[src/rtl/multicycle_sequencer.sv]
// Multi-cycle sequencer: walks each instruction through FETCH/DECODE/EXEC/MEM/WB,
// handshakes with instruction/data memory and times the datapath enables.
module multicycle_sequencer #(
  parameter int TIMEOUT_CYC = 16,
  parameter int CNT_W       = 32
) (
  input  logic             clk_i,
  input  logic             rst_i,
  input  logic             run_i,
  output logic             imem_req_o,
  input  logic             imem_ack_i,
  output logic             ir_load_o,
  input  logic             reg_read_i,
  input  logic             reg_write_i,
  input  logic             mem_read_i,
  input  logic             mem_write_i,
  input  logic             branch_i,
  output logic             alu_en_o,
  output logic             dmem_req_o,
  output logic             dmem_we_o,
  input  logic             dmem_ack_i,
  output logic             rf_we_o,
  output logic             pc_load_o,
  output logic             pc_sel_o,
  output logic [2:0]       state_o,
  output logic             busy_o,
  output logic             fault_o,
  output logic [CNT_W-1:0] retired_o
);

  localparam int WT_W = (TIMEOUT_CYC > 2) ? $clog2(TIMEOUT_CYC) : 1;

  typedef enum logic [2:0] {
    S_IDLE   = 3'd0,
    S_FETCH  = 3'd1,
    S_DECODE = 3'd2,
    S_EXEC   = 3'd3,
    S_MEM    = 3'd4,
    S_WB     = 3'd5,
    S_FAULT  = 3'd7
  } state_t;

  // reg_read only matters for the legality check in DECODE, so it is not kept.
  typedef struct packed {
    logic rw;
    logic mr;
    logic mw;
    logic br;
  } flags_t;

  state_t           state_q, state_d;
  flags_t           flags_q, flags_d;
  logic [WT_W-1:0]  wait_q, wait_d;
  logic [CNT_W-1:0] retired_q, retired_d;
  logic             retire;
  logic             tmo;
  logic             mem_op;

  assign mem_op = flags_q.mr | flags_q.mw;
  // Asserted on the last un-acked cycle allowed; an ack on that same cycle still wins.
  assign tmo    = (wait_q == WT_W'(TIMEOUT_CYC - 1));

  // State, latched flags, wait counter and retire counter registers.
  always_ff @(posedge clk_i) begin
    if (rst_i) begin
      state_q   <= S_IDLE;
      flags_q   <= '0;
      wait_q    <= '0;
      retired_q <= '0;
    end else begin
      state_q   <= state_d;
      flags_q   <= flags_d;
      wait_q    <= wait_d;
      retired_q <= retired_d;
    end
  end

  // Next-state, flag latch, timeout counter and retire bookkeeping.
  always_comb begin
    state_d   = state_q;
    flags_d   = flags_q;
    retire    = 1'b0;
    case (state_q)
      S_IDLE:   if (run_i) state_d = S_FETCH;
      S_FETCH:  begin
        if (imem_ack_i) state_d = S_DECODE;
        else if (tmo)   state_d = S_FAULT;
      end
      S_DECODE: begin
        flags_d = '{rw: reg_write_i, mr: mem_read_i, mw: mem_write_i, br: branch_i};
        if (!(reg_read_i | reg_write_i | mem_read_i | mem_write_i | branch_i))
          state_d = S_FAULT;
        else
          state_d = S_EXEC;
      end
      S_EXEC:   begin
        if (mem_op)          state_d = S_MEM;
        else if (flags_q.rw) state_d = S_WB;
        else                 retire  = 1'b1;
      end
      S_MEM:    begin
        // A set mem_write makes it a store even when mem_read is also set.
        if (dmem_ack_i) begin
          if (flags_q.mw) retire  = 1'b1;
          else            state_d = S_WB;
        end else if (tmo) begin
          state_d = S_FAULT;
        end
      end
      S_WB:     retire = 1'b1;
      S_FAULT:  state_d = S_FAULT;
      default:  state_d = S_FAULT;
    endcase
    if (retire) state_d = run_i ? S_FETCH : S_IDLE;

    // Count only while staying in a request state; any entry restarts from zero.
    if ((state_q == S_FETCH || state_q == S_MEM) && state_d == state_q)
      wait_d = wait_q + WT_W'(1);
    else
      wait_d = '0;

    retired_d = retire ? retired_q + CNT_W'(1) : retired_q;
  end

  // Strobes decoded from the current state; FAULT leaves all of them low.
  always_comb begin
    imem_req_o = (state_q == S_FETCH);
    ir_load_o  = (state_q == S_FETCH) & imem_ack_i;
    alu_en_o   = (state_q == S_EXEC);
    dmem_req_o = (state_q == S_MEM);
    dmem_we_o  = (state_q == S_MEM) & flags_q.mw;
    rf_we_o    = (state_q == S_WB);
    pc_load_o  = retire;
    pc_sel_o   = retire & flags_q.br;
    state_o    = state_q;
    busy_o     = (state_q != S_IDLE);
    fault_o    = (state_q == S_FAULT);
    retired_o  = retired_q;
  end

endmodule

[config.mk]
export PLATFORM = sky130hd
export DESIGN_NAME = multicycle_sequencer
export DESIGN_NICKNAME = d
export VERILOG_FILES = /design/src/rtl/multicycle_sequencer.sv
export SDC_FILE = /design/constraint.sdc
export NUM_CORES = 1
export LEC_CHECK = 0
export ABC_CLOCK_PERIOD_IN_PS = 1970
export CAP_MARGIN = 40
export CELL_PAD_IN_SITES_DETAIL_PLACEMENT = 1
export CELL_PAD_IN_SITES_GLOBAL_PLACEMENT = 2
export CORE_ASPECT_RATIO = 1.2
export CORE_UTILIZATION = 30
export DETAILED_ROUTE_END_ITERATION = 8
export PLACE_DENSITY_LB_ADDON = 0.1
export RECOVER_POWER = 50
export SLEW_MARGIN = 10
export SYNTH_ARGS = -nofsm -noshare
export SYNTH_HDL_FRONTEND = slang
export SYNTH_SLANG_ARGS = --single-unit
[constraint.sdc]
create_clock -name clk_i -period 1.97 [get_ports clk_i]
set_clock_uncertainty 0.1 [all_clocks]
set_input_delay 0.4925 -clock clk_i [delete_from_list [all_inputs] [get_ports clk_i]]
set_output_delay 0.4925 -clock clk_i [all_outputs]
set_load 0.01 [all_outputs]
==> flow_summary_export.csv <==
group,metric,value,unit
yosys,synth.most_common_cell,"dfxtp_1",
timing,fin_crit,1.98,ns
power,seqPwrFrac,52.8,%
clock_network,h-tree-depth,2,
clock_network,cts_sinks,43,
yosys,yosys.area_share.simple,38.4,%
placed_design,dp_hpwl,4420,um
die,core_area,7360,um^2
detailed_routing,wl,6140,um
die,fp.dieH,98.1,um
power,p_switching,0.000445,W
detailed_routing,drtAntennaViolNets,0,
clock_network,clk_latency,0.29,ns
timing,setup_viol,1,
run_status,status,"finished with violations",
layout,diodes,0,
setup_path,setup.worst_path.start,"state_o[0]$_SDFF_PP0_",
yosys,synthAdderAreaFrac,1.08,%
setup_path,crit_end,"pc_sel_o",
yosys,syn-num-nets,255,
grt,first_global_vias,2149,
power,combPwrFrac,13.7,%
detailed_routing,wl_per_cell,14.5,um
clock_network,clk_pin_slew,0.09,ns
power,leakagePower,1.28,nW
yosys,postSynthAreaPerCell,9.51,um^2
timing,final_hold_viol_count,0,
timing,post-route-period-util,101,%
placed_design,io_buffers,54,
clock_network,tritoncts,"built",
yosys,synth.yosys.seq_area_share,37.2,%
timing,rsz0062_at_grt,"true",
worst_hold_path,hp-class,"reg -> reg",
yosys,synth_cells,243,
yosys,yosysUniqueCellTypes,47,
yosys,synth_top_area_cell,"dfxtp_1",
clock_network,cts_buffers,5,
run_status,violations,"setup timing",
timing,worst_slack,-0.0110,ns
clock_network,hold_buffers,0,
yosys,synth_compound_area_share,6.17,%
yosys,synth_xor_area_share,12.8,%
setup_path,critPathKind,"reg -> out",
placed_design,gp_congestion,0.719,
grt,grt_first_pass_wirelength,10200,um
yosys,yosys_warnings,0,
setup_path,rr_startpoint,"state_o[0]$_SDFF_PP0_",
setup_path,rr_worst_depth,7,
power,total_power,0.00169,W
grt,antenna_found_initial,0,
layout,fillCellCount,873,
timing,slew_headroom,68.9,%
setup_path,cp.arrival,1.39,ns
setup_path,reg2reg_to,"wait_q[3]$_SDFF_PP0_",
grt,grt.overflow.total,0,
die,start_util,31.4,%
setup_path,worstSetupEndpointType,"output pin",
layout,syn_to_final_growth,45.7,%
power,swShare,26.4,%
clock_network,clockBufferDepth,2,
detailed_routing,initialDrtViolationCount,36,
yosys,synth_edf_count,0,
clock_network,cts_root_buf,"clkbuf_8",
die,row_count,34,
yosys,synthMuxAreaShare,0.866,%
worst_hold_path,min_delay_path_depth,1,
layout,utilization,45.7,%
grt,grt_max_degree,25,
timing,worstMarginPinSlew,0.455,ns
setup_path,cp_max_fo,4,
power,intPower,0.00124,W
yosys,synth_top_family_by_area,"simple AND/OR/NAND/NOR gates",
grt,grt.total_usage,16.0,%
yosys,async_flop_share,0,%
die,ios,55,
yosys,netlist.area_leader.share,37.2,%
detailed_routing,remaining_drc_errors,0,
yosys,syn-cell-area,2310,um^2
setup_path,critPathLaunchType,"register",
die,die_w,82.1,um
yosys,ys_seq_elements,43,
yosys,synthTopCellsByArea,"dfxtp_1, xnor2_1, nor2_1",
yosys,synthTopCellsByCount,"dfxtp_1, nor2_1, xnor2_1, nand2_1, nor3_1",
layout,nNetsFinal,346,
detailed_routing,vias,2092,
layout,drive_gt1_share,29.6,%
detailed_routing,viasPerCell,4.92,
setup_path,crit_required,1.38,ns
power,peakVddDrop,0.281,mV
power,clkPwrFrac,33.5,%
power,power_density,501,nW/um^2
die,die-area,8060,um^2
flow_run,maxCapViolCount,0,
yosys,synthFlopType,"dfxtp_1",
timing,report.final.slew_viol_count,0,
timing,timing.fmax,505,MHz
detailed_routing,first_pass_iters,4,
setup_path,setup.reg_to_reg.worst_slack,0.07,ns
final cells by class:
class                   count  area [um^2]  share of cell area (%)
flip-flops and latches     43          872                    25.9
clock inverters             3         20.0                   0.595
inverters                   2         7.51                   0.223
multi-input cells         187         1450                    43.1
well taps                  90          113                    3.34
repair buffers             95          833                    24.7
clock buffers               5         68.8                    2.04
what timing repair did:
item                                    in CTS  in global routing
pin swaps                                    8                  7
endpoints found under the setup margin      47                 30
gates resized for setup                     46                 16
setup buffers                                2                  2
cells by family after synthesis:
| logic type | count (synthesis) |
|---|---|
| AOI/OAI and AO/OA | 20 |
| xor gates and xnor gates | 33 |
| adders and majority gates | 2 |
| buffers and inverters | 13 |
| DFF | 43 |
| muxes | 2 |
| and+or+nand+nor | 130 |
worst min-delay path by stage:
stage	start	endpoint	slack, ns
after floorplan	wait_q[0]$_SDFF_PP0_	wait_q[0]$_SDFF_PP0_	0.33
after global placement	wait_q[0]$_SDFF_PP0_	wait_q[0]$_SDFF_PP0_	0.35
after detailed placement	wait_q[0]$_SDFF_PP0_	wait_q[0]$_SDFF_PP0_	0.36
after CTS	wait_q[0]$_SDFF_PP0_	wait_q[0]$_SDFF_PP0_	0.37
after global routing	wait_q[0]$_SDFF_PP0_	wait_q[0]$_SDFF_PP0_	0.38
final	wait_q[0]$_SDFF_PP0_	wait_q[0]$_SDFF_PP0_	0.37
layer usage:
layer | global-route usage, % | wire length, um | vias up
met5 | 0 | 0 | -
met4 | 3.64 | 36 | 0
met3 | 2.62 | 164 | 2
met2 | 28.2 | 3180 | 29
met1 | 19.8 | 2760 | 1023
li1 | - | - | 1038
worst max-delay path, stage by stage, from the launching register on:
cell	delay, ns
dfxtp_4	0.37
and3b_2	0.23
buf_6	0.12
a2bb2oi_4	0.18
nor2b_1	0.06
buf_2	0.14
stage by stage:
stage          TNS (ns)  instances  hold slack (ns)  cell area [um^2]  worst slack (ns)
2_1_floorplan         0        243            0.330              2310            0.0136
5_1_grt          -0.134        425            0.377              3370           -0.0781
3_3_place_gp     -16.90        413            0.348              3170            -0.614
6_report        -0.0110        425            0.370              3370           -0.0110
4_1_cts         -0.0148        423            0.373              3330           -0.0146
3_5_place_dp     -17.63        413            0.361              3170            -0.615
power groups by stage:
stage | clock [W] | combinational, W | sequential, W
4_1_cts | 0.000591 | 0.000224 | 0.000890
2_1_floorplan | 0 | 0.000102 | 0.000912
3_5_place_dp | 0 | 0.000213 | 0.000910
3_3_place_gp | 0 | 0.000211 | 0.000910
6_report | 0.000565 | 0.000231 | 0.000889
5_1_grt | 0.000625 | 0.000251 | 0.000891
sequential cells by signal, summed over array words and instances (netlist names):
register / flops
wait_q: 4
flags_q: 4
state_o: 3
retired_o: 32
placed cells by master, fill, tap and decap left out, types with 3 or more instances in the layout:
| cell type | n |
|---|---|
| nor4b_2 | 4 |
| buf_6 | 6 |
| nor3_1 | 11 |
| clkbuf_2 | 4 |
| nor4_2 | 6 |
| o21ai_0 | 6 |
| dfxtp_1 | 38 |
| nand2_1 | 15 |
| nor2_1 | 37 |
| and3_1 | 3 |
| nor2b_1 | 6 |
| a21oi_1 | 5 |
| dfxtp_2 | 3 |
| buf_4 | 36 |
| dlygate4sd2_1 | 6 |
| nor3b_1 | 4 |
| clkbuf_8 | 5 |
| nor4b_4 | 3 |
| nand3_1 | 7 |
| and4_1 | 6 |
| xnor2_1 | 30 |
| and2_1 | 3 |
| clkdlybuf4s50_1 | 40 |
Power figures use the tool's default switching activity.
